## src/rtl/tia_collision_detector_pkg.sv

```systemverilog
// Shared constants for the TIA collision detector: object indices,
// collision latch bit positions, the pair wiring table and read addresses.
package tia_collision_detector_pkg;

    localparam int unsigned NUM_CX  = 15;
    localparam int unsigned ADDR_W  = 3;
    localparam int unsigned NUM_OBJ = 6;
    localparam int unsigned OBJ_W   = 3;

    // Position of each graphics object in the packed object vector
    localparam logic [OBJ_W-1:0] OBJ_P0 = OBJ_W'(0);
    localparam logic [OBJ_W-1:0] OBJ_M0 = OBJ_W'(1);
    localparam logic [OBJ_W-1:0] OBJ_P1 = OBJ_W'(2);
    localparam logic [OBJ_W-1:0] OBJ_M1 = OBJ_W'(3);
    localparam logic [OBJ_W-1:0] OBJ_BL = OBJ_W'(4);
    localparam logic [OBJ_W-1:0] OBJ_PF = OBJ_W'(5);

    // Collision latch bit indices
    localparam int unsigned CX_M0P1 = 0;
    localparam int unsigned CX_M0P0 = 1;
    localparam int unsigned CX_M1P0 = 2;
    localparam int unsigned CX_M1P1 = 3;
    localparam int unsigned CX_P0PF = 4;
    localparam int unsigned CX_P0BL = 5;
    localparam int unsigned CX_P1PF = 6;
    localparam int unsigned CX_P1BL = 7;
    localparam int unsigned CX_M0PF = 8;
    localparam int unsigned CX_M0BL = 9;
    localparam int unsigned CX_M1PF = 10;
    localparam int unsigned CX_M1BL = 11;
    localparam int unsigned CX_BLPF = 12;
    localparam int unsigned CX_P0P1 = 13;
    localparam int unsigned CX_M0M1 = 14;

    // First and second object of each latch, indexed by latch bit
    localparam logic [OBJ_W-1:0] CX_OBJ_A [NUM_CX] = '{
        OBJ_M0, OBJ_M0, OBJ_M1, OBJ_M1, OBJ_P0, OBJ_P0, OBJ_P1, OBJ_P1,
        OBJ_M0, OBJ_M0, OBJ_M1, OBJ_M1, OBJ_BL, OBJ_P0, OBJ_M0
    };
    localparam logic [OBJ_W-1:0] CX_OBJ_B [NUM_CX] = '{
        OBJ_P1, OBJ_P0, OBJ_P0, OBJ_P1, OBJ_PF, OBJ_BL, OBJ_PF, OBJ_BL,
        OBJ_PF, OBJ_BL, OBJ_PF, OBJ_BL, OBJ_PF, OBJ_P1, OBJ_M1
    };

    // CPU read addresses of the collision registers
    localparam logic [ADDR_W-1:0] CX_ADDR_M0P  = ADDR_W'(0);
    localparam logic [ADDR_W-1:0] CX_ADDR_M1P  = ADDR_W'(1);
    localparam logic [ADDR_W-1:0] CX_ADDR_P0FB = ADDR_W'(2);
    localparam logic [ADDR_W-1:0] CX_ADDR_P1FB = ADDR_W'(3);
    localparam logic [ADDR_W-1:0] CX_ADDR_M0FB = ADDR_W'(4);
    localparam logic [ADDR_W-1:0] CX_ADDR_M1FB = ADDR_W'(5);
    localparam logic [ADDR_W-1:0] CX_ADDR_BLPF = ADDR_W'(6);
    localparam logic [ADDR_W-1:0] CX_ADDR_PPMM = ADDR_W'(7);

endpackage

```

## src/rtl/tia_collision_latch.sv

```systemverilog
// One sticky collision bit: sets on a & b while enabled, clears on clr or reset.
module tia_collision_latch (
    input  logic clkp,
    input  logic reset_bar,
    input  logic a,
    input  logic b,
    input  logic enable,
    input  logic clr,
    output logic q
);

    logic r_q;

    // Clear has priority; otherwise accumulate coincidence while enabled
    always_ff @(posedge clkp or negedge reset_bar) begin
        if (!reset_bar) begin
            r_q <= 1'b0;
        end else if (clr) begin
            r_q <= 1'b0;
        end else if (enable) begin
            r_q <= r_q | (a & b);
        end
    end

    assign q = r_q;

endmodule

```

## src/rtl/tia_collision_detector.sv

```systemverilog
// TIA collision detector: 15 sticky pairwise latches over the six graphics
// objects, read back two bits at a time through a combinational mux.
module tia_collision_detector
    import tia_collision_detector_pkg::*;
(
    input  logic              clkp,
    input  logic              reset_bar,
    input  logic              p0,
    input  logic              m0,
    input  logic              p1,
    input  logic              m1,
    input  logic              bl,
    input  logic              pf,
    input  logic              blank,
    input  logic              cxclr,
    input  logic              rd_en,
    input  logic [ADDR_W-1:0] rd_addr,
    output logic              d7,
    output logic              d6
);

    logic [NUM_OBJ-1:0] w_obj;
    logic [NUM_CX-1:0]  w_cx;
    logic               w_enable;

    assign w_obj    = {pf, bl, m1, p1, m0, p0};
    assign w_enable = ~blank;

    // One latch per unordered object pair, wired from the pair table
    for (genvar g = 0; g < NUM_CX; g++) begin : g_cx
        tia_collision_latch u_latch (
            .clkp      (clkp),
            .reset_bar (reset_bar),
            .a         (w_obj[CX_OBJ_A[g]]),
            .b         (w_obj[CX_OBJ_B[g]]),
            .enable    (w_enable),
            .clr       (cxclr),
            .q         (w_cx[g])
        );
    end

    // Read mux off latch outputs, forced to zero when not reading
    always_comb begin
        d7 = 1'b0;
        d6 = 1'b0;
        if (rd_en) begin
            case (rd_addr)
                CX_ADDR_M0P:  begin d7 = w_cx[CX_M0P1]; d6 = w_cx[CX_M0P0]; end
                CX_ADDR_M1P:  begin d7 = w_cx[CX_M1P0]; d6 = w_cx[CX_M1P1]; end
                CX_ADDR_P0FB: begin d7 = w_cx[CX_P0PF]; d6 = w_cx[CX_P0BL]; end
                CX_ADDR_P1FB: begin d7 = w_cx[CX_P1PF]; d6 = w_cx[CX_P1BL]; end
                CX_ADDR_M0FB: begin d7 = w_cx[CX_M0PF]; d6 = w_cx[CX_M0BL]; end
                CX_ADDR_M1FB: begin d7 = w_cx[CX_M1PF]; d6 = w_cx[CX_M1BL]; end
                CX_ADDR_BLPF: begin d7 = w_cx[CX_BLPF]; d6 = 1'b0;          end
                CX_ADDR_PPMM: begin d7 = w_cx[CX_P0P1]; d6 = w_cx[CX_M0M1]; end
                default:      begin d7 = 1'b0;          d6 = 1'b0;          end
            endcase
        end
    end

endmodule

```

## config.mk

```make
export PLATFORM = sky130hd
export DESIGN_NAME = tia_collision_detector
export DESIGN_NICKNAME = d
export VERILOG_FILES = /design/src/rtl/tia_collision_detector_pkg.sv /design/src/rtl/tia_collision_latch.sv /design/src/rtl/tia_collision_detector.sv
export SDC_FILE = /design/constraint.sdc
export NUM_CORES = 1
export LEC_CHECK = 0
export CAP_MARGIN = 30
export CORE_MARGIN = 4
export CORE_UTILIZATION = 42
export CTS_CLUSTER_SIZE = 30
export DETAILED_ROUTE_END_ITERATION = 7
export PLACE_DENSITY_LB_ADDON = 0.12
export RECOVER_POWER = 50
export SYNTH_ARGS = -nofsm -noshare
export SYNTH_HDL_FRONTEND = slang
export SYNTH_HIERARCHICAL = 1
export SYNTH_SLANG_ARGS = --single-unit
```

## constraint.sdc

```tcl
create_clock -name clkp -period 1 [get_ports clkp]
set_input_delay 0.1 -clock clkp [delete_from_list [all_inputs] [get_ports clkp]]
set_output_delay 0.1 -clock clkp [all_outputs]
set_load 0.005 [all_outputs]
```

Yosys cells after proc, flatten, opt, wreduce, memory -nomap -nowiden

Index checks and enable logic that the tools add are counted.

Flip-flop bits (word level): 15
Input port bits: 14
Output and inout port bits: 2
Logic and storage cells: 88

Eq/ne operators: 8
Multiplexer cells: 34
Bitwise logic cells: 30
Reduce and logical (&&, ||, !) cells: 1

Operators with widths:

| kind                                                  | count |
|---|---|
| two-way mux 1 bit                                     | 32 |
| one-hot mux 1 bit (8 select lines)                    | 2 |
| AND 1 bit                                             | 15 |
| OR 1 bit                                              | 15 |
| equality test 3 bit, second input constant            | 4 |
| equality test 3 x 2 -> 1 bit, second input constant   | 2 |
| equality test 3 x 1 -> 1 bit, second input constant   | 1 |
| zero test 3 bit                                       | 1 |
| inequality test 2 x 1 -> 1 bit, second input constant | 1 |

Logic depth before layout (Yosys ltp)

Depth after elaboration: 4
Depth in mapped cells: 4
Mapped depth without buffers: 3

By module

Netlist, hierarchy kept.

By module, submodules not included:

| module                 | instances | cells an instance | area an instance (um^2) | seq. area each (um^2) |
|---|---|---|---|---|
| tia_collision_latch    | 15        | 3                 | 35.0                    | 25.0 |
| tia_collision_detector | 1         | 20                | 151.4                   | 0.0 |

Worst setup path before layout

OpenSTA, ideal clock, no wires.

Path type: reg-to-output
From: reg g_cx[14].u_latch.r_q
To: out d6
Arrival: 933 ps
Data required time: 900 ps
Path slack: -33 ps
Stages on the path, launching flop included: 4
Buffers on the path: 0
Cells stage by stage: dfrtp_1 > mux4_2 > nand2_1 > a21oi_1

Word-level cells in the longest chain between the ends: 2

RTL lines:

| what                               | RTL line                     | RTL |
|---|---|---|
| start: declaration                 | tia_collision_latch.sv:12    | `logic r_q;` |
| start signal: assignment           | tia_collision_latch.sv:21    | `r_q <= r_q \| (a & b);` |
| one-hot mux 1 bit (8 select lines) | tia_collision_detector.sv:47 | `case (rd_addr)` |
| two-way mux 1 bit                  | tia_collision_detector.sv:46 | `if (rd_en) begin` |
| end: declaration                   | tia_collision_detector.sv:19 | `output logic d6` |

Every way passes these cells.

Final worst setup path

From: reg g_cx[11].u_latch.r_q
To: out d6

Word-level cells in the longest chain between the ends: 2

RTL lines:

| what                               | RTL line |
|---|---|
| start: declaration                 | tia_collision_latch.sv:12 |
| start signal: assignment           | tia_collision_latch.sv:21 |
| one-hot mux 1 bit (8 select lines) | tia_collision_detector.sv:47 |
| two-way mux 1 bit                  | tia_collision_detector.sv:46 |

Every way passes these cells.

==> results.ini <==
[placed_design]
gp_congestion = 0.749
portBuffers = 15
hpwl_um = 1210

[setup_path]
path_max_fanout = 2
cp.arrival_ns = 1.38
critPathCaptureType = output pin
reg2reg_to = g_cx[6].u_latch/q
ff2ff_path_depth = 4
r2r-start = g_cx[6].u_latch/q
reg2reg_slack_ns = 0.08
critPathKind = flip-flop to output pin
start_kind = flip-flop
crit_path_end = d6
worst_ep_required_time_ns = 0.90
startpoint = g_cx[11].u_latch/q

[power]
leakagePower_nw = 0.470
powerDensity_nw_per_um2 = 1230
ir_drop_uv = 940

[synthesis]
avgSynthCellArea_um2 = 10.4
yosysWarnings = 6
syn_area_um2 = 677
synth_seq_cells = 15
synth_cell_types = 18
syn_nets = 79
synth-seq-area-share = 0.555
syn_inst = 65

[sta]
hold_violations = 0
min_period_ns = 1.48
rsz0062_at_grt = yes
worst_slack_ns = -0.483
maxSlewViolCount = 0
max_freq_ghz = 0.674
worst_pin_slew_ns = 0.360
slew_headroom = 0.760
finClkSkew_ns = 0
finalCritPeriodShare = 1.48
fin_hold_ws_ns = 0.249
setup_viol = 2

[grt]
antenna_found_initial = 0
busiest_layer = met2
grt_start_max_net_pins = 16
grt_pass1_vias = 563
gr-usage-met1 = 0.217
overflow = 0
grt_use_met2 = 0.240
met3_usage = 0.0221
grt_use_total = 0.155
grt_pass1_wl_um = 2460

[drt]
postRouteWirelength_um = 1600
drtIter0Drc = 16
vias_per_cell = 5.64
wire_per_inst_um = 13.8
firstDrtPassIters = 4
vias = 654
antenna_left = 0
drc = 0

[final_layout]
final_common_cell = a31oi_1
multiInputGateArea_um2 = 287
fillers = 119
antenna_cells = 0
syn_to_final_growth_pct = 48.1
drive_above_1_share = 0.270
post-route-util = 0.665
largest_reg_flops = 15
final_cell_mix = a31oi_1, nor2_1, dfrtp_1, buf_4, clkdlybuf4s50_1
seq_area_um2 = 375
finalNetCount = 115

[cts]
clkTransAtPathRegs_ns = 0.08
cts_tree = built
h-tree-depth = 1
clock_sinks = 15
clk_latency_ns = 0.28
clockRootBuffer = clkbuf_4
cts_hold_buf = 0
cts_buffer_depth = 2
cts_made_buffers = 3

[die]
initial_utilization = 0.449
die_w_um = 48.1
die_y_um = 48.1
rows = 14
core_area_um2 = 1510
dieArea_um2 = 2320
ios = 16

[run_status]
violations = negative setup slack
status = finished, violations left

[job]
maxCapViolations = 0

[worst_hold_path]
min_path_type = primary input to async pin

==> critical path, cell delays in order, from the launching register on <==
cell     delay (ns)
dfrtp_1        0.40
mux4_2         0.45
nand2_1        0.08
a21oi_1        0.05
buf_2          0.12
==> Yosys cell counts <==
| cell type | n | area (um2) |
|---|---|---|
| a211o_1 | 1 | 8.76 |
| a211o_2 | 1 | 10.0 |
| a21oi_1 | 2 | 10.0 |
| a221o_2 | 1 | 11.3 |
| a31oi_1 | 16 | 100 |
| buf_6 | 1 | 11.3 |
| dfrtp_1 | 15 | 375 |
| inv_1 | 2 | 7.51 |
| mux2_2 | 1 | 11.3 |
| mux2i_1 | 1 | 10.0 |
| mux4_2 | 1 | 22.5 |
| nand2_1 | 2 | 7.51 |
| nand2b_1 | 1 | 6.26 |
| nand3_1 | 1 | 5.00 |
| nor2_1 | 15 | 56.3 |
| nor3b_1 | 1 | 7.51 |
| o21ai_0 | 2 | 10.0 |
| or3_1 | 1 | 6.26 |
==> per-stage QoR <==
| step | setup slack, ns | cells | TNS, ns | total power (W) | cell area [um2] |
|---|---|---|---|---|---|
| 3_3_place_gp | -0.896 | 109 | -2.47 | 0.000905 | 966 |
| 3_5_place_dp | -0.893 | 109 | -2.53 | 0.000909 | 966 |
| 5_1_grt | -0.528 | 116 | -0.941 | 0.00128 | 1000 |
| 4_1_cts | -0.492 | 115 | -0.873 | 0.00124 | 993 |
| 2_1_floorplan | -0.0232 | 65 | -0.0232 | 0.000741 | 677 |
| 6_report | -0.483 | 116 | -0.842 | 0.00123 | 1000 |
==> how the worst min path moves through the flow <==
stage	slack, ns	start	depth (start not counted)	end
6_report	0.25	reset_bar	2	g_cx[10].u_latch/q
5_1_grt	0.28	reset_bar	2	g_cx[10].u_latch/q
4_1_cts	0.12	reset_bar	2	g_cx[10].u_latch/q
3_5_place_dp	0.43	reset_bar	2	g_cx[12].u_latch/q
3_3_place_gp	0.43	reset_bar	2	g_cx[12].u_latch/q
2_1_floorplan	-0.20	reset_bar	0	g_cx[0].u_latch/q
==> power breakdown <==
group          internal (W)  switching [W]
clock network      0.000155       0.000177
registers          0.000636      0.0000183
logic              0.000138       0.000104
==> final cells by class <==
cell class / instances / area share
timing repair buffer: 32 / 0.286
sequential: 15 / 0.375
multi-input combinational: 47 / 0.286
tap: 16 / 0.0200
inverter: 2 / 0.00749
clock buffer: 4 / 0.0262
==> routing by layer <==
| layer | up-vias | routed length [um] |
|---|---|---|
| met2 | 23 | 773 |
| met4 | 0 | 19 |
| met5 | - | 0 |
| met1 | 308 | 713 |
| li1 | 319 | - |
| met3 | 4 | 91 |
==> what timing repair did <==
item,CTS,global route
endpoints found under the setup margin,2,2
gates resized for setup,12,1
pin swaps,2,1
buffers inserted,2,1
==> kinds of logic (layout without fill, tap and decap cells) <==
kind of cell	after synthesis	in the layout	synth area share
and+or+nand+nor	21	21	0.131
AOI/OAI and AO/OA	23	23	0.222
muxes	3	3	0.0647
buffers and inverters	3	38	0.0277
DFF	15	15	0.555
Note: power is estimated with default switching activity, not from simulation.
